## src/rtl/ksk_mgr_rd_cmd_gen_if.sv

```systemverilog
// Request / node command bus between the key_switch scheduler, the read command generator and the first ksk_mgr node.
// slave = command generator side, master = scheduler/consumer side.
interface ksk_mgr_rd_cmd_gen_if #(
    parameter int KSK_SLOT_W = 2,
    parameter int LINE_NB_W  = 4,
    parameter int NODE_CMD_W = 10
);
    logic                  req_vld;
    logic                  req_rdy;
    logic [KSK_SLOT_W-1:0] req_slot;
    logic [LINE_NB_W-1:0]  req_line_nb;
    logic [NODE_CMD_W-1:0] node_cmd;
    logic                  out_vld;
    logic                  out_rdy;
    logic                  rd_done;
    logic                  req_err;

    modport slave (
        input  req_vld, req_slot, req_line_nb, out_rdy,
        output req_rdy, node_cmd, out_vld, rd_done, req_err
    );

    modport master (
        output req_vld, req_slot, req_line_nb, out_rdy,
        input  req_rdy, node_cmd, out_vld, rd_done, req_err
    );
endinterface

```

## src/rtl/ksk_mgr_rd_cmd_gen.sv

```systemverilog
// KSK read command generator: turns a slot read request into the node_cmd_t stream (reads, buffer fills, shifts).
// Latency: first read 1 cycle after accept, buf_in_avail RAM_LATENCY cycles after each read, rd_done with final shift.
// Backpressure: credit based, reads stall while occ+inflight reaches BUF_DEPTH. Optional KSK_RD_CMD_PERF_CNT_EN adds perf_rd_cnt.
module ksk_mgr_rd_cmd_gen #(
    parameter int RAM_LATENCY      = 2,
    parameter int BUF_DEPTH        = 4,
    parameter int KSK_SLOT_NB      = 3,
    parameter int KS_BLOCK_LINE_NB = 8,
    parameter int KS_LG_NB         = 3,
    parameter int KSK_SLOT_DEPTH   = KS_BLOCK_LINE_NB * KS_LG_NB,
    parameter int KSK_RAM_ADD_W    = $clog2(KSK_SLOT_NB * KSK_SLOT_DEPTH),
    parameter int KSK_SLOT_W       = $clog2(KSK_SLOT_NB + 1),
    parameter int LINE_NB_W        = $clog2(KS_BLOCK_LINE_NB + 1),
    parameter int NODE_CMD_W       = KSK_RAM_ADD_W + 3
) (
    input  logic                       clk,
    input  logic                       s_rst_n,
    ksk_mgr_rd_cmd_gen_if.slave        cmd_if
`ifdef KSK_RD_CMD_PERF_CNT_EN
    ,
    output logic [31:0]                perf_rd_cnt
`endif
);
    localparam int CNT_W = $clog2(KSK_SLOT_DEPTH + 1);
    localparam int OCC_W = $clog2(BUF_DEPTH + 1);
    localparam int SUM_W = $clog2(BUF_DEPTH + RAM_LATENCY + 1) + 1;

    typedef enum logic [1:0] {IDLE = 2'd0, RUN = 2'd1, DRAIN = 2'd2} state_t;

    typedef struct packed {
        logic                     ram_rd_en;
        logic [KSK_RAM_ADD_W-1:0] ram_rd_add;
        logic                     buf_in_avail;
        logic                     buf_shift;
    } node_cmd_t;

    state_t                   r_state;
    logic                     r_req_rdy;
    logic                     r_req_err;
    logic                     r_rd_done;
    logic [KSK_RAM_ADD_W-1:0] r_base;
    logic [CNT_W-1:0]         r_total;
    logic [CNT_W-1:0]         r_issued;
    logic [CNT_W-1:0]         r_shifted;
    logic [RAM_LATENCY-1:0]   r_pipe;
    logic [OCC_W-1:0]         r_occ;
    node_cmd_t                r_cmd;

    logic                     w_out_vld;
    logic                     w_shift;
    logic                     w_avail;
    logic [SUM_W-1:0]         w_inflight;
    logic [SUM_W-1:0]         w_credit_used;
    logic                     w_issue;
    logic                     w_last_issue;
    logic                     w_last_shift;
    logic                     w_req_ok;
    logic                     w_accept;
    logic [KSK_RAM_ADD_W-1:0] w_rd_add;

    assign w_out_vld = (r_occ != '0);
    assign w_shift   = w_out_vld & cmd_if.out_rdy;
    assign w_avail   = r_pipe[RAM_LATENCY-1];

    always_comb begin
        w_inflight = '0;
        for (int i = 0; i < RAM_LATENCY; i++) begin
            w_inflight = w_inflight + SUM_W'(r_pipe[i]);
        end
    end

    // Credits come from registered counts only, so a shift frees its slot one cycle later.
    assign w_credit_used = SUM_W'(r_occ) + w_inflight;
    assign w_issue       = (r_state == RUN) && (r_issued != r_total) &&
                           (w_credit_used < SUM_W'(BUF_DEPTH));
    assign w_last_issue  = ((r_issued + CNT_W'(1)) == r_total);
    assign w_last_shift  = w_shift && ((r_shifted + CNT_W'(1)) == r_total);
    assign w_rd_add      = r_base + KSK_RAM_ADD_W'(r_issued);

    assign w_req_ok = (cmd_if.req_slot < KSK_SLOT_W'(KSK_SLOT_NB)) &&
                      (cmd_if.req_line_nb != '0) &&
                      (cmd_if.req_line_nb <= LINE_NB_W'(KS_BLOCK_LINE_NB));
    assign w_accept = r_req_rdy & cmd_if.req_vld;

    always_ff @(posedge clk or negedge s_rst_n) begin
        if (!s_rst_n) begin
            r_state   <= IDLE;
            r_req_rdy <= 1'b0;
            r_req_err <= 1'b0;
            r_rd_done <= 1'b0;
            r_base    <= '0;
            r_total   <= '0;
            r_issued  <= '0;
            r_shifted <= '0;
            r_pipe    <= '0;
            r_occ     <= '0;
            r_cmd     <= '0;
        end else begin
            r_req_err <= 1'b0;
            r_rd_done <= 1'b0;

            r_cmd.ram_rd_en    <= w_issue;
            r_cmd.ram_rd_add   <= w_issue ? w_rd_add : '0;
            r_cmd.buf_in_avail <= w_avail;
            r_cmd.buf_shift    <= w_shift;

            // Stage 0 mirrors the ram_rd_en just registered; the last stage becomes buf_in_avail.
            r_pipe <= (r_pipe << 1) | RAM_LATENCY'(w_issue);
            r_occ  <= r_occ + OCC_W'(w_avail) - OCC_W'(w_shift);

            if (w_issue) r_issued  <= r_issued + CNT_W'(1);
            if (w_shift) r_shifted <= r_shifted + CNT_W'(1);

            case (r_state)
                IDLE: begin
                    if (w_accept) begin
                        if (w_req_ok) begin
                            r_base    <= KSK_RAM_ADD_W'(cmd_if.req_slot) * KSK_RAM_ADD_W'(KSK_SLOT_DEPTH);
                            r_total   <= CNT_W'(cmd_if.req_line_nb) * CNT_W'(KS_LG_NB);
                            r_issued  <= '0;
                            r_shifted <= '0;
                            r_req_rdy <= 1'b0;
                            r_state   <= RUN;
                        end else begin
                            r_req_err <= 1'b1;
                        end
                    end else begin
                        r_req_rdy <= 1'b1;
                    end
                end
                RUN: begin
                    if (w_issue && w_last_issue) r_state <= DRAIN;
                end
                DRAIN: begin
                    if (w_last_shift) begin
                        r_rd_done <= 1'b1;
                        r_req_rdy <= 1'b1;
                        r_state   <= IDLE;
                    end
                end
                default: r_state <= IDLE;
            endcase
        end
    end

    assign cmd_if.req_rdy  = r_req_rdy;
    assign cmd_if.node_cmd = r_cmd;
    assign cmd_if.out_vld  = w_out_vld;
    assign cmd_if.rd_done  = r_rd_done;
    assign cmd_if.req_err  = r_req_err;

`ifdef KSK_RD_CMD_PERF_CNT_EN
    logic [31:0] r_perf_rd_cnt;

    always_ff @(posedge clk or negedge s_rst_n) begin
        if (!s_rst_n) begin
            r_perf_rd_cnt <= '0;
        end else if (w_issue && (r_perf_rd_cnt != 32'hFFFF_FFFF)) begin
            r_perf_rd_cnt <= r_perf_rd_cnt + 32'd1;
        end
    end

    assign perf_rd_cnt = r_perf_rd_cnt;
`endif
endmodule

```

## src/flat_wrapper.sv

```systemverilog
// flat-port wrapper written by rule: the top's interface ports become plain ports
module ksk_mgr_rd_cmd_gen_flat 
#(
    parameter int RAM_LATENCY      = 2,
    parameter int BUF_DEPTH        = 4,
    parameter int KSK_SLOT_NB      = 3,
    parameter int KS_BLOCK_LINE_NB = 8,
    parameter int KS_LG_NB         = 3,
    parameter int KSK_SLOT_DEPTH   = KS_BLOCK_LINE_NB * KS_LG_NB,
    parameter int KSK_RAM_ADD_W    = $clog2(KSK_SLOT_NB * KSK_SLOT_DEPTH),
    parameter int KSK_SLOT_W       = $clog2(KSK_SLOT_NB + 1),
    parameter int LINE_NB_W        = $clog2(KS_BLOCK_LINE_NB + 1),
    parameter int NODE_CMD_W       = KSK_RAM_ADD_W + 3
)
  (clk, s_rst_n, cmd_if_req_vld, cmd_if_req_slot, cmd_if_req_line_nb, cmd_if_out_rdy, cmd_if_req_rdy, cmd_if_node_cmd, cmd_if_out_vld, cmd_if_rd_done, cmd_if_req_err);
  ksk_mgr_rd_cmd_gen_if #(.KSK_SLOT_W(KSK_SLOT_W), .LINE_NB_W(LINE_NB_W), .NODE_CMD_W(NODE_CMD_W)) cmd_if_i ();
  input  logic clk;
  input  logic s_rst_n;
  input wire logic [$bits(cmd_if_i.req_vld)-1:0] cmd_if_req_vld;
  input wire logic [$bits(cmd_if_i.req_slot)-1:0] cmd_if_req_slot;
  input wire logic [$bits(cmd_if_i.req_line_nb)-1:0] cmd_if_req_line_nb;
  input wire logic [$bits(cmd_if_i.out_rdy)-1:0] cmd_if_out_rdy;
  output wire logic [$bits(cmd_if_i.req_rdy)-1:0] cmd_if_req_rdy;
  output wire logic [$bits(cmd_if_i.node_cmd)-1:0] cmd_if_node_cmd;
  output wire logic [$bits(cmd_if_i.out_vld)-1:0] cmd_if_out_vld;
  output wire logic [$bits(cmd_if_i.rd_done)-1:0] cmd_if_rd_done;
  output wire logic [$bits(cmd_if_i.req_err)-1:0] cmd_if_req_err;
  assign cmd_if_i.req_vld = cmd_if_req_vld;
  assign cmd_if_i.req_slot = cmd_if_req_slot;
  assign cmd_if_i.req_line_nb = cmd_if_req_line_nb;
  assign cmd_if_i.out_rdy = cmd_if_out_rdy;
  assign cmd_if_req_rdy = cmd_if_i.req_rdy;
  assign cmd_if_node_cmd = cmd_if_i.node_cmd;
  assign cmd_if_out_vld = cmd_if_i.out_vld;
  assign cmd_if_rd_done = cmd_if_i.rd_done;
  assign cmd_if_req_err = cmd_if_i.req_err;
  ksk_mgr_rd_cmd_gen #(.RAM_LATENCY(RAM_LATENCY), .BUF_DEPTH(BUF_DEPTH), .KSK_SLOT_NB(KSK_SLOT_NB), .KS_BLOCK_LINE_NB(KS_BLOCK_LINE_NB), .KS_LG_NB(KS_LG_NB), .KSK_SLOT_DEPTH(KSK_SLOT_DEPTH), .KSK_RAM_ADD_W(KSK_RAM_ADD_W), .KSK_SLOT_W(KSK_SLOT_W), .LINE_NB_W(LINE_NB_W), .NODE_CMD_W(NODE_CMD_W)) u_core (.clk(clk), .s_rst_n(s_rst_n), .cmd_if(cmd_if_i));
endmodule
```

## config.mk

```make
export PLATFORM = sky130hd
export DESIGN_NAME = ksk_mgr_rd_cmd_gen_flat
export DESIGN_NICKNAME = d
export VERILOG_FILES = /design/src/rtl/ksk_mgr_rd_cmd_gen_if.sv /design/src/rtl/ksk_mgr_rd_cmd_gen.sv /design/src/flat_wrapper.sv
export SDC_FILE = /design/constraint.sdc
export NUM_CORES = 1
export LEC_CHECK = 0
export CAP_MARGIN = 5
export CORE_MARGIN = 2
export CORE_UTILIZATION = 32
export CTS_BUF_LIST = sky130_fd_sc_hd__clkbuf_4 sky130_fd_sc_hd__clkbuf_8
export DETAILED_ROUTE_END_ITERATION = 7
export GPL_TIMING_DRIVEN = 0
export PLACE_DENSITY_LB_ADDON = 0.25
export SYNTH_ARGS = -nofsm -noshare
export SYNTH_HDL_FRONTEND = slang
export SYNTH_SLANG_ARGS = --single-unit
```

## constraint.sdc

```tcl
create_clock -name clk -period 2.65 [get_ports clk]
set_input_delay 0.3975 -clock clk [delete_from_list [all_inputs] [get_ports clk]]
set_output_delay 0.3975 -clock clk [all_outputs]
set_load 0.01 [all_outputs]
```

==> results.md, run 1 <==
* Status: complete, no violations
* Synthesized instance count at roughly 190
* Netlist cell types at 38
* GRT Resource Usage Total at 11.6%
* Routed len/inst at 11.7 um
* Unrepaired setup endpoints after global routing: no
* Max-Cap Viols at 0
* DIE AREA at around 7000 um2
* R2R depth at 8
* CTS Hold Bufs at 0
* Maximum vdd drop at 0.373 mV
* Layout cells sized above 1 at around 8.5%
* CP endpoint kind: flop
* Critical path type: flop to flop
* Worst Hold Class: input port to asynchronous set/reset pin
* Hold Vio Cnt, Final at 0
* Worst Setup SP: u_core.r_occ[2]
* Nets@finish at approximately 250
* Post-synth EDFFs at 0
* Synthesized area per cell at approximately 11 um2
* Rows at 29
* Max Slew Vio Count at 0
* Core area at ~6200 um2
* Post-route ant nets at 0
* CTS tree: built
* Gpl congestion at about 0.82
* Synth Flop Type: dfrtp_1
* Synthesized flop and latch total at 38
* Final Setup Violations at 0
* Post-Route WL at ~3500 um
* Seq/Total Area, Yosys at between 40 and 50%
* CTS H-tree lvls at 2
* Vias/cell at ~4.4
* Clock transition at path regs at around 70 ps
* Fillers at between 600 and 700
* Die Span X at roughly 84 um
* Leakage at between 1 and 1.5 nW
* Largest net degree at the start of global routing at 39
* Reg2reg start: u_core.r_occ[2]
* Worst Skew at roughly 2.6 ps
* Tcrit/Tclk final at 89.4%
* Clk sinks at 38
* Hpwl dp at about 2600 um
* Worst Tran Pin Value at approximately 850 ps
* Reg2Reg Setup Slack at between 200 and 300 ps
* Synthesized cell area at a little over 2000 um2
* Initial antenna violation count at 0
* Die H at about 84 um
* Crit-path max FO at 6
* Vias in the first global route at approximately 1.4k
* Starting Density at about 33%
* Residual DRC at 0
* Reg-to-Reg End: u_core.r_occ[2]
* First-pass GRT wire length at approximately 6400 um
* Achievable clock frequency at 0.422 GHz
* CTS buffer count at 5
* Fin Setup TNS at 0 ps
* CP required at between 2000 and 3000 ps
* Post-synthesis async set-or-reset flop share at 100%
* Synth warn at 0
* PortBufs at 23
* Slew HR at 43.5%
* Final Power at between 2 and 3 mW
* Pre-antenna DRT Iters at 4
* Ant diodes at 0
* Syn nets at ~220
* Clock Latency Late Sink at a little under 300 ps
* Worst setup SP type: flop
* Vias at 1331
* P&R area growth vs syn at 20.7%
* End of the critical path: u_core.r_occ[2]
* Root buffer cell: clkbuf_8
* Arr. time, crit path at approximately 2600 ps
* Max Buffers Root-to-Sink at 2
* Initial DRC Count at slightly above 60
* I/O pins at 24
* Overflow after GRT at 0
* Fin crit period at about 2400 ps
* Power Density at roughly 1100 nW/um2
## cells in the final DEF (no fill, tap or decap), drive strengths merged, types with 2 or more instances in the layout
master	n
nand2	16
nor3	4
mux2	2
xor2	9
o21ai	11
nand3	3
nand4	3
fa	3
a21oi	3
buf	3
nor2b	4
clkdlybuf4s50	22
nor2	15
clkbuf	9
xnor2	16
ha	16
mux2i	5
dfrtp	38
inv	21
a21o	3
## metrics by stage
step                      instances  hold WS [ps]  setup slack, ps  cell area (um2)  utilization (%)
after floorplan                 192           102              427             2040                -
after global placement          292           401              108             2370             37.9
after detailed placement        292           398              102             2360             37.9
after CTS                       300           245              128             2460             39.4
after global routing            300           272              126             2460             39.5
final                           300           211              281             2460             39.5
## synth_stat cells (2+ instances only)
cell      count  area share (%)
dfrtp_1      38              47
inv_1        21             3.9
ha_1         16             9.8
nand2_1      16             2.9
xnor2_1      16             6.9
nor2_1       14             2.6
o21ai_0      10             2.5
xor2_1        9             3.9
mux2i_1       5             2.5
nor2b_1       4             1.2
nor3_1        4            0.98
a21o_1        3             1.1
a21oi_1       3            0.74
fa_1          3             2.9
nand3_1       3            0.74
nand4_1       3            0.92
clkbuf_1      2            0.37
mux2_2        2             1.1
## logic make-up after synthesis
logic type	after synthesis	synth area share (%)
compound gates	25	7.79
xor+xnor	25	10.7
fa+ha+maj	19	12.8
flops	38	46.6
mux	7	3.56
buf+inv	25	5.15
simple gates	53	13.4
## critical path: stages, from the launching register on
cell and delay (ps):
dfrtp_1 430, o31ai_2 410, inv_1 220, ha_1 320, inv_1 40, ha_1 180
fa_1 370, xor2_1 160, xnor2_1 120
## state kept, by name, indices dropped and copies added, names as in the netlist
register	count
u_core.r_state	2
u_core.cmd_if.rd_done	1
u_core.cmd_if.req_rdy	1
u_core.r_total	5
u_core.r_shifted	5
u_core.r_issued	5
u_core.cmd_if.req_err	1
u_core.cmd_if.node_cmd	9
u_core.r_occ	3
u_core.r_base	4
u_core.r_pipe	2
## report_power, final
group	leakage (nW)	total (mW)	internal, mW	switching [mW]
combinational	0.642	1.13	0.590	0.540
sequential	0.486	1.06	0.810	0.250
clock	0.0517	0.418	0.220	0.198
total	1.18	2.61	1.62	0.988
## metal layers
metal	up-vias	part of all wire [%]	wire, um	global-route usage (%)
li1	695	-	-	-
met5	-	0	0	0
met4	0	2.2	77	5.28
met1	611	48	1680	15.6
met3	6	3.0	104	2.67
met2	19	47	1650	17.7
## repair_timing
action / CTS / global route
resized for setup: 0 / 1
setup endpoints to repair: 0 / 1
buffers inserted: 0 / 0
## cell type report
cell class / count / area (um2) / share of cell area [%]
plain buffers: 4 / 26.3 / 1.07
multi-input cells: 129 / 990 / 40.2
repair buffers: 23 / 225 / 9.15
clock buffers: 7 / 90.1 / 3.66
well taps: 77 / 96.3 / 3.91
flip-flops and latches: 38 / 951 / 38.6
clock inverters: 1 / 5.00 / 0.203
inverters: 21 / 78.8 / 3.20
## worst min path at each step
stage,from,cells after the start,to
6_report,s_rst_n,1,u_core.r_occ[2]
5_1_grt,s_rst_n,1,u_core.cmd_if.node_cmd[0]
4_1_cts,s_rst_n,1,u_core.r_occ[2]
3_5_place_dp,u_core.r_pipe[1],0,u_core.cmd_if.node_cmd[1]
3_3_place_gp,u_core.r_pipe[1],0,u_core.cmd_if.node_cmd[1]
2_1_floorplan,s_rst_n,0,u_core.cmd_if.node_cmd[0]
No activity file was read; power rests on OpenSTA's default activity.
==> inputs of run 2 (changes only) <==
--- a/config.mk
+++ b/config.mk
@@ -12,6 +12,7 @@
 export DETAILED_ROUTE_END_ITERATION = 7
 export GPL_TIMING_DRIVEN = 0
 export PLACE_DENSITY_LB_ADDON = 0.25
+export REMOVE_ABC_BUFFERS = 1
 export SYNTH_ARGS = -nofsm -noshare
 export SYNTH_HDL_FRONTEND = slang
 export SYNTH_SLANG_ARGS = --single-unit
==> run 2 against run 1 <==
Utilization is 0.42 points lower. Sequential cell count unchanged. Combinational power fell by 4%. Critical endpoint unchanged. Clock-buffer cell count did not move. Routed wire length fell by 1.9%. Highest routed layer unchanged.
==> results.md, run 2 (synthesized netlist as in run 1, its figures left out) <==
* DIE AREA at 7030 um2 (unchanged)
* Clk sinks at 38 (unchanged)
* Place WS at 61.1 ps (-40.6 ps)
* Die Span X at 83.9 um (unchanged)
* CP cell instances: o31ai_2, inv_1, ha_1, inv_1, ha_1, fa_1, xor2_1, xnor2_1
* Fin crit period at 2360 ps (-4.23 ps)
* Sequential power share at 41.0% (+0.4 points)
* Post-route ant nets at 0 (unchanged)
* Hold Vio Cnt, Final at 0 (unchanged)
* Area of the multi-input gates at 990 um2 (unchanged)
* Fin Setup TNS at 0 ps (unchanged)
* CTS Hold Bufs at 0 (unchanged)
* Worst Skew at 8.56 ps (+5.93 ps)
* Final Setup Violations at 0 (unchanged)
* GRT Resource Usage Total at 11.2% (-0.40 points)
* Tcrit/Tclk final at 89.2% (-0.16 points)
* CTS buffer count at 5 (unchanged)
* Setup WS post-layout at 286 ps (+4.23 ps)
* Core area at 6240 um2 (unchanged)
* Clock transition at path regs at 70 ps (about the same)
* Worst Tran Pin Value at 821 ps (-27.1 ps)
* Hpwl dp at 2540 um (-2.7%)
* CP endpoint kind: flop
* Max Buffers Root-to-Sink at 2 (unchanged)
* Status: complete, no violations
* Core Util, Final at 39.0% (-0.42 points)
* Rows at 29 (unchanged)
* Largest register FFs at 9 (unchanged)
* Non-Filler Instances at 296 (-1.3%)
* Fillers at 624 (-0.95%)
* CTS H-tree lvls at 2 (unchanged)
* Leakage at 1.17 nW (-1.1%)
* Overflow after GRT at 0 (unchanged)
* Top Family by Delay on Critical Path: adder cells
* CTS tree: built
* Crit-path slowest cell: dfrtp_1
* Final Cell Area at 2440 um2 (-1.1%)
* Seq. cell area at 951 um2 (unchanged)
* Vias/cell at 4.48 (+0.89%)
* Post-CTS setup buffer count at 0 (unchanged)
* Net Sw Frac at 37.9% (about the same)
* Routed len/inst at 11.6 um (-0.53%)
* Ant diodes at 0 (unchanged)
* Maximum vdd drop at 0.358 mV (-4.0%)
* PortBufs at 23 (unchanged)
* Critical path type: flop to flop
* Worst setup SP type: flop
* Gpl congestion at 0.742 (-9.1%)
* Max Slew Vio Count at 0 (unchanged)
* Initial DRC Count at 93 (+50%)
* Most common cell after layout, fill and taps aside: dfrtp_1
* Worst Hold Class: input port to asynchronous set/reset pin
* Pre-antenna DRT Iters at 4 (unchanged)
* First-pass GRT wire length at 6220 um (-3.1%)
* Max-Cap Viols at 0 (unchanged)
* Most frequent cells in the layout: 38 x dfrtp_1, 22 x clkdlybuf4s50_1, 21 x inv_1
* Nets@finish at 247 (-1.6%)
* CP required at 2830 ps (about the same)
* Post-Route WL at 3440 um (-1.9%)
* Gate power share at 42.7% (-0.6 points)
* Unrepaired setup endpoints after global routing: no
* Layout cells sized above 1 at 7.76% (-0.76 points)
* DP Cell Count at 288 (-1.4%)
* Largest net degree at the start of global routing at 39 (unchanged)
* Post-CTS Resized at 0 (unchanged)
* Vias at 1325 (-0.45%)
* Achievable clock frequency at 0.423 GHz (+0.18%)
* Bufs and invs on worst path at 2 (unchanged)
* Internal Power at 1.59 mW (-1.6%)
* Vias in the first global route at 1325 (-2.1%)
* CP peak stage delay at 440 ps (about the same)
* DP Area at 2340 um2 (-1.1%)
* I/O pins at 24 (unchanged)
* Clock network fraction of design power at 16.3% (+0.3 points)
* Initial antenna violation count at 0 (unchanged)
* Arr. time, crit path at 2540 ps (about the same)
* Root buffer cell: clkbuf_8
* Starting Density at 32.7% (unchanged)
* P&R area growth vs syn at 19.4%
* Switching power at 0.972 mW (-1.6%)
* Die H at 83.9 um (unchanged)
* Slew HR at 45.3% (+1.8 points)
* Clock Latency Late Sink at 290 ps (about the same)
* Power Density at 1050 nW/um2 (-0.55%)
* Crit-path max FO at 6 (unchanged)
* Residual DRC at 0 (unchanged)
-- run 2: cell count changes in the layout (fill, tap and decap cells not counted) --
cell | previous run | this run
buf_6 | 1 | 0
clkbuf_1 | 2 | 0
buf_4 | 1 | 0
-- run 2: area by class of cell --
| type | count | area share, % |
|---|---|---|
| Clock buffer | 7 | 3.70 |
| Clock inverter | 1 | 0.205 |
| Inverter | 21 | 3.24 |
| Multi-Input combinational cell | 129 | 40.6 |
| Sequential cell | 38 | 39.0 |
| Tap cell | 77 | 3.95 |
| Timing Repair Buffer | 23 | 9.24 |
-- run 2: worst reg2reg max path: cells and delay by family (launching register included) --
| kind | cells | cell delay (ps) |
|---|---|---|
| AO/OA/AOI/OAI | 1 | 390 |
| adder cells (fa/ha/maj) | 3 | 870 |
| buffers and inverters | 2 | 260 |
| flip-flops | 1 | 440 |
| XOR/XNOR | 2 | 290 |
-- run 2: per-layer routing --
layer  part of all wire [%]  GRT usage (%)
met1                     47           14.6
met2                     47           16.9
met3                    3.3           3.36
met4                    2.4           5.28
met5                      0              0
-- run 2: stage by stage --
step	power, mW	hold WS [ps]
final	2.57	198
after global routing	2.82	279
after CTS	2.61	237
after detailed placement	2.17	403
after global placement	2.15	398
after floorplan	1.83	102
-- run 2: path summary, 6_finish.rpt --
kind / to / depth (start not counted) / slack [ps] / from
max: u_core.r_occ[2] / 8 / 290 / u_core.r_occ[1]
min: u_core.r_base[6] / 1 / 200 / s_rst_n
min reg2reg: u_core.r_pipe[1] / 0 / 420 / u_core.r_pipe[0]
max reg2reg: u_core.r_occ[2] / 8 / 290 / u_core.r_occ[1]
max in group asynchronous: u_core.r_shifted[0] / 1 / 1920 / s_rst_n
min in group clk: u_core.r_pipe[1] / 0 / 420 / u_core.r_pipe[0]
-- run 2: power by group through the flow --
| stage | registers (mW) | logic (mW) | clock network, mW |
|---|---|---|---|
| after floorplan | 1.03 | 0.797 | 0 |
| after global placement | 1.06 | 1.09 | 0 |
| after detailed placement | 1.07 | 1.11 | 0 |
| after CTS | 1.06 | 1.11 | 0.438 |
| after global routing | 1.10 | 1.26 | 0.457 |
| final | 1.05 | 1.09 | 0.417 |
